==> src/rtl/jtframe_avatar_arb_pkg.sv <==
// Shared encodings for the avatar/game object-ROM slot arbiter.
package jtframe_avatar_arb_pkg;
  typedef enum logic {IDLE = 1'b0, BUSY = 1'b1} state_t;
  localparam logic PORT_G = 1'b0;
  localparam logic PORT_A = 1'b1;
endpackage

==> src/rtl/jtframe_avatar_arb_port.sv <==
// One requester side: data/last-address/valid latches plus pending and ok.
module jtframe_avatar_arb_port #(
  parameter int AW = 13
) (
  input  logic          clk,
  input  logic          rst_n,
  input  logic          cs,
  input  logic [AW-1:0] addr,
  input  logic          take,
  input  logic [AW-1:0] req_addr,
  input  logic [15:0]   rom_data,
  output logic          pend,
  output logic          ok,
  output logic [15:0]   data
);
  logic [15:0]   data_q;
  logic [AW-1:0] last_q;
  logic          vld_q;
  logic          hit;

  assign ok   = vld_q & cs & (addr == last_q);
  assign pend = cs & ((addr != last_q) | ~ok);
  assign data = data_q;
  // Data is only accepted if the requester still wants the address that was sent.
  assign hit  = take & cs & (addr == req_addr);

  always_ff @(posedge clk) begin
    if (!rst_n) begin
      data_q <= '0;
      last_q <= '0;
      vld_q  <= 1'b0;
    end else if (hit) begin
      data_q <= rom_data;
      last_q <= addr;
      vld_q  <= 1'b1;
    end else begin
      // Once ok has dropped, returning to the old address must refetch.
      vld_q  <= vld_q & ok;
    end
  end
endmodule

==> src/rtl/jtframe_avatar_arb.sv <==
// Shares one object-ROM slot between the game fetcher (G) and avatar fetcher (A).
module jtframe_avatar_arb
  import jtframe_avatar_arb_pkg::*;
#(
  parameter int AW     = 13,
  parameter int STARVE = 4,
  parameter int TOUT   = 63
) (
  input  logic          clk,
  input  logic          rst_n,
  input  logic          pause,
  input  logic          g_cs,
  input  logic [AW-1:0] g_addr,
  output logic          g_ok,
  output logic [15:0]   g_data,
  input  logic          a_cs,
  input  logic [AW-1:0] a_addr,
  output logic          a_ok,
  output logic [15:0]   a_data,
  output logic          rom_cs,
  output logic [AW-1:0] rom_addr,
  input  logic          rom_ok,
  input  logic [15:0]   rom_data,
  output logic          tout_err
);
  localparam int SW = $clog2(STARVE + 1);
  localparam int TW = $clog2(TOUT + 1);
  localparam logic [SW-1:0] STARVE_C = SW'(STARVE);
  localparam logic [TW-1:0] TOUT_C   = TW'(TOUT);

  state_t        state_q;
  logic          gnt_q, rom_cs_q, tout_err_q;
  logic [AW-1:0] rom_addr_q;
  logic [SW-1:0] starve_q, starve_d;
  logic [TW-1:0] tout_q;
  logic          g_pend, a_pend, take_g, take_a;
  logic          prio, prio_pend, oth_pend, win;

  assign take_g = (state_q == BUSY) & rom_ok & (gnt_q == PORT_G);
  assign take_a = (state_q == BUSY) & rom_ok & (gnt_q == PORT_A);

  jtframe_avatar_arb_port #(.AW(AW)) u_g (
    .clk(clk), .rst_n(rst_n), .cs(g_cs), .addr(g_addr), .take(take_g),
    .req_addr(rom_addr_q), .rom_data(rom_data), .pend(g_pend), .ok(g_ok), .data(g_data)
  );

  jtframe_avatar_arb_port #(.AW(AW)) u_a (
    .clk(clk), .rst_n(rst_n), .cs(a_cs), .addr(a_addr), .take(take_a),
    .req_addr(rom_addr_q), .rom_data(rom_data), .pend(a_pend), .ok(a_ok), .data(a_data)
  );

  always_comb begin
    prio      = pause ? PORT_A : PORT_G;
    prio_pend = pause ? a_pend : g_pend;
    oth_pend  = pause ? g_pend : a_pend;
    win       = prio;
    starve_d  = '0;
    if (prio_pend && oth_pend) begin
      // After STARVE back-to-back wins the waiting port gets one turn.
      if (starve_q == STARVE_C) win = ~prio;
      else                      starve_d = starve_q + 1'b1;
    end else if (oth_pend) begin
      win = ~prio;
    end
  end

  always_ff @(posedge clk) begin
    if (!rst_n) begin
      state_q    <= IDLE;
      gnt_q      <= PORT_G;
      rom_cs_q   <= 1'b0;
      rom_addr_q <= '0;
      starve_q   <= '0;
      tout_q     <= '0;
      tout_err_q <= 1'b0;
    end else begin
      case (state_q)
        IDLE: if (g_pend || a_pend) begin
          gnt_q      <= win;
          rom_addr_q <= (win == PORT_A) ? a_addr : g_addr;
          rom_cs_q   <= 1'b1;
          starve_q   <= starve_d;
          tout_q     <= '0;
          state_q    <= BUSY;
        end
        BUSY: begin
          if (tout_q != TOUT_C) tout_q <= tout_q + 1'b1;
          if (rom_ok) begin
            rom_cs_q <= 1'b0;
            state_q  <= IDLE;
          end else if (tout_q == TOUT_C) begin
            rom_cs_q   <= 1'b0;
            tout_err_q <= 1'b1;
            state_q    <= IDLE;
          end
        end
        default: state_q <= IDLE;
      endcase
    end
  end

  assign rom_cs   = rom_cs_q;
  assign rom_addr = rom_addr_q;
  assign tout_err = tout_err_q;
endmodule

==> config.mk <==
export PLATFORM = sky130hd
export DESIGN_NAME = jtframe_avatar_arb
export DESIGN_NICKNAME = d
export VERILOG_FILES = /design/src/rtl/jtframe_avatar_arb_pkg.sv /design/src/rtl/jtframe_avatar_arb_port.sv /design/src/rtl/jtframe_avatar_arb.sv
export SDC_FILE = /design/constraint.sdc
export NUM_CORES = 1
export LEC_CHECK = 0
export ABC_AREA = 0
export CELL_PAD_IN_SITES_DETAIL_PLACEMENT = 0
export CELL_PAD_IN_SITES_GLOBAL_PLACEMENT = 2
export CORE_MARGIN = 3
export CORE_UTILIZATION = 32
export DETAILED_ROUTE_END_ITERATION = 12
export PLACE_DENSITY_LB_ADDON = 0.1
export SYNTH_ARGS = -nofsm -noshare
export SYNTH_HDL_FRONTEND = slang
export SYNTH_SLANG_ARGS = --single-unit
==> constraint.sdc <==
create_clock -name clk -period 4.8 [get_ports clk]
set_input_delay 1.44 -clock clk [delete_from_list [all_inputs] [get_ports clk]]
set_output_delay 1.44 -clock clk [all_outputs]
set_load 0.005 [all_outputs]
==> After elaboration in Yosys (flattened, before gate mapping) <==
Cells that the tools add are included.
{ "totals": {"inputBits": 48, "regBits": 86} }
{ "op_classes": {"n_eq_ne": 12, "reduce_logical": 6, "mux": 22, "addsub": 2, "bitwise_logic": 23} }
{ "op_table": {"columns": ["cell", "count"], "rows": [
  ["13-bit == test", 4],
  ["13-bit != test", 2],
  ["1-bit AND", 15],
  ["1-bit 2-to-1 mux", 14],
  ["13-bit 2-to-1 mux", 1],
  ["6-bit 2-to-1 mux", 2],
  ["6-bit one-hot mux with 2 select lines", 1],
  ["6-bit by 1-bit adder with 6-bit output, second input constant", 1],
  ["6-bit == test, second input constant", 1],
  ["3-bit 2-to-1 mux", 2],
  ["6-bit != test, second input constant", 1],
  ["1-bit inverter", 6],
  ["2-bit AND reduction", 3],
  ["1-bit one-hot mux with 2 select lines", 2],
  ["3-bit by 1-bit adder with 3-bit output, second input constant", 1],
  ["3-bit == test, second input constant", 1],
  ["3-bit by 2-bit != test with 1-bit output, second input constant", 1],
  ["3-bit AND reduction", 1],
  ["2-bit by 1-bit != test with 1-bit output, second input constant", 1],
  ["2-bit != test, second input constant", 1],
  ["1-bit bitwise OR", 2],
  ["1-bit logical AND", 1],
  ["1-bit logical OR", 1]
]} }

==> Longest topological paths before layout <==
{ "depth": {"ltp_word": 9, "ltp_mapped": 9, "ltp_nobuf": 8} }

==> By module <==
A second synthesis with hierarchy kept.
{ "hier_totals": {"cells_unflattened": 541, "hier_area_um2": 4596.9} }
{ "modules_own_cells": {"columns": ["module", "instances", "cells_per_inst", "area_each_um2"], "rows": [
  ["jtframe_avatar_arb_port", 2, 171, 1512.7],
  ["jtframe_avatar_arb", 1, 199, 1571.5]
]} }

==> Least setup slack after synthesis <==
Ideal clock, no wire load.
{ "synth_timing": {"kind": "in2out", "start": "in a_addr[9]", "end": "out a_ok", "slack_ps": 991, "t_arrival_ps": 2369, "stages": 5, "cell_sequence": "xnor2_1 nand4_1 or4_1 buf_2 inv_1"} }
{ "synth_via": {"elab_chain_cells": 2} }
{ "synth_lines": {"columns": ["element", "line", "rtl"], "rows": [
  ["start: declaration", "jtframe_avatar_arb.sv:17", "input logic [AW-1:0] a_addr,"],
  ["13-bit == test", "jtframe_avatar_arb_port.sv:21", "assign ok = vld_q & cs & (addr == last_q);"],
  ["1-bit AND", "jtframe_avatar_arb_port.sv:21", null],
  ["end: declaration", "jtframe_avatar_arb.sv:18", "output logic a_ok,"]
]} }
No other way between the ends.

==> Worst setup path in the final report <==
{ "layout_timing": {"start": "in a_addr[1]", "end": "out a_ok"} }
The elaborated chain is that of the path after synthesis.

==> impl_results.md <==
- Met3 Usage GRT: 6.85%
- Tot GR Track Use: 16.6%
- Cell-internal power: 0.00126 W
- Synth Area in Simple Gates: 14.4%
- Hold Path Stages: 2
- Fmax: 211 MHz
- Layout cells sized above 1: 13.7%
- Post-synth cell types: 36
- Max-slew violations: 0
- Tcrit/Tclk final: between 90% and 100%
- Synth Area in Adders: less than 1%
- DP Area: 5380 µm²
- Multi-input gate area: 2180 µm²
- CTS tree: built
- Die height: 117 µm
- WP data required: 3.36 ns
- TNS Setup: 0 ns
- Leak: 2.42 nW
- Fin cells: 717
- Num Clock Sinks: between 80 and 90
- Number of diodes: 0
- P_sw: 0.000450 W
- YS warnings: 0
- Num ports: 97
- Post-Synth XOR/XNOR Area: 12.4%
- Row count: 40
- VDD IR max: 0.325 mV
- Beginning of the worst hold path: rom_cs
- Worst Path Max Fanout: 2
- Worst setup path category: primary input to output port
- Clock power share: 41.9%
- FILL cells: roughly 1200
- CP Launch Type: primary input
- Vias in the first global route: 3330
- Area growth, synth to finish: 45.2%
- Synthesized cell area: 3970 µm²
- GPL Wtd Cong: around 0.82
- Vias per cell: around 4.6
- Total Wirelength: 11.3 mm
- Reg clk slew, reported paths: 0.06 ns
- Die width: 117 µm
- Synth Area in Compound Gates: 6.87%
- Wire per inst: 15.7 µm
- Grt total ovfl: 0
- Max-cap viol count: 0
- IO Port Bufs: 96
- Min Tclk post-route: 4.74 ns
- Hold WC Path Type: register to register
- Syn Nets: 467
- Gate Count Post-Synth: 416
- Skew final: 0.0109 ns
- Cts bufs inserted: 9
- Detailed Routing Iterations Pass 1: 4
- First-pass GRT wire length: 18.0 mm
- Status: finished clean
- Max Root-Sink Buffers: 2
- Mapped Avg Cell Area: 9.54 µm²
- Die area: ~14000 µm²
- Clk Latency, worst-skew pair: roughly 0.35 ns
- Register Area: 1720 µm²
- Core area: 12100 µm²
- Most common cell after layout, fill and taps aside: dfxtp_1
- Largest net degree at the start of global routing: 32
- Clk root buf: clkbuf_16
- Worst r2r path cells: 10
- GRT met2 Usage: between 20% and 30%
- EDFF count, synth: 0
- Switching share of power: a little over a quarter
- Crit end category: output port
- Initial Util: between 30% and 40%
- H-tree level count: 3
- Design area: 5760 µm²
- Initial antenna violation count: 0
- Least-Margin Pin Slew: 0.765 ns
- RSZ-0062 raised after global routing: false
- Final hold viol count: 0
- Dpl ws: -0.194 ns
- FF-to-FF End: rom_addr[10]
- Synth async-reset ratio: 0%
- Final Util: 47.8%
- Reg2reg setup slack: 2.36 ns
- # Post-CTS Setup Buffers: 0
- Total number of vias: 3319
- Pwr Density: roughly 300 nW/µm²
- Primary FF master, synth: dfxtp_1
- Main combinational cell family by area after synthesis: multiplexers
- DR iter-0 viols: 123
- Reg power frac: 44.2%
- Worst Slack Setup Final: 0.0568 ns
- Residual DRC count: 0
- Seq/Total Area, Yosys: 43.4%
- CTS Hold Buffers Added: 0
- Critical Path AT: 3.30 ns
- Headroom to the max-slew limit: 48.9%
- Gate power share: 13.8%
- Placed Instances: 702
- Post-synthesis mux area share: 18.4%
- Most frequent cells in the layout: dfxtp_1, clkdlybuf4s50_1, mux2i_1
- DRT antenna net count: 0
- Final HPWL DP: 8.30 mm
- Reg-to-Reg Start: u_g.last_q[12]
- Grt peak-use layer: met2
- Hold endpoint: rom_cs
- M1 GR Usage: between 20% and 30%
- Nets: 596
- Final Setup Violations: 0
- Yosys reg bits: 86
-- Yosys cell counts (2+ instances only) --
cell type,number,area [µm²]
nand3_1,5,25.0
mux2i_1,73,731
and3_1,2,12.5
inv_1,8,30.0
nor4_1,8,50.1
o211ai_1,2,15.0
o21ai_0,14,70.1
xor2_1,17,149
nand2_1,15,56.3
buf_2,6,30.0
xnor2_1,39,342
nor2_1,69,259
dfxtp_1,86,1720
clkbuf_1,14,52.6
ha_1,3,37.5
a21oi_1,18,90.1
nor3_1,2,10.0
nand4_1,17,106
-- kinds of logic (layout without fill, tap and decap cells) --
kind of cell	count (synthesis)	count (layout)
flops	86	86
simple gates	125	125
xor+xnor	56	56
compound gates	42	42
mux	73	73
buf+inv	31	164
fa+ha+maj	3	3
-- critical path, stage by stage --
cell	delay, ns
clkdlybuf4s50_1	0.52
xnor2_2	0.13
nand4_1	0.10
or4_4	0.55
inv_1	0.07
clkdlybuf4s50_1	0.49
-- area by class of cell --
class / instances / area share, %
clock buffer: 9 / 3.91
clock inverter: 6 / 1.24
inverter: 9 / 0.673
multi-input combinational: 299 / 37.8
sequential: 86 / 29.9
tap: 168 / 3.65
timing repair buffer: 140 / 22.9
-- metrics by stage --
step	power (W)	hold WS, ns
5_1_grt	0.00178	0.500
6_report	0.00171	0.465
4_1_cts	0.00173	0.471
2_1_floorplan	0.000871	0.439
3_3_place_gp	0.00101	0.449
3_5_place_dp	0.00101	0.460
-- flip-flops by register name, indices dropped and copies added (netlist names) --
name        cells
u_a.last_q     13
state_q         1
tout_err        1
gnt_q           1
u_a.data       16
u_g.vld_q       1
rom_cs          1
u_g.data       16
u_a.vld_q       1
rom_addr       13
tout_q          6
starve_q        3
u_g.last_q     13
-- worst max path at each step --
stage          endpoint  startpoint  slack (ns)
5_1_grt            a_ok   a_addr[1]       0.007
3_3_place_gp       g_ok  g_addr[12]       -0.17
2_1_floorplan      a_ok   a_addr[9]        0.99
6_report           a_ok   a_addr[1]        0.06
4_1_cts            g_ok   g_addr[5]      -0.007
3_5_place_dp       g_ok  g_addr[12]       -0.19
-- routing by layer --
metal | vias to the layer above | wire (µm)
met5 | - | 0
met4 | 0 | 136
met3 | 9 | 701
met2 | 77 | 4920
met1 | 1544 | 5510
li1 | 1689 | -
-- timing repair --
| item | CTS | global route |
|---|---|---|
| resized for setup | 13 | 10 |
| cloned | 0 | 0 |
| endpoints found under the setup margin | 2 | 2 |
| pin swaps | 5 | 6 |
-- power groups by stage --
stage	logic, W	clock network [W]	registers [W]
6_report	0.000237	0.000717	0.000757
3_3_place_gp	0.000237	0	0.000773
4_1_cts	0.000240	0.000737	0.000757
5_1_grt	0.000258	0.000764	0.000759
2_1_floorplan	0.000106	0	0.000765
3_5_place_dp	0.000237	0	0.000773
Note: power is estimated with default switching activity, not from simulation.
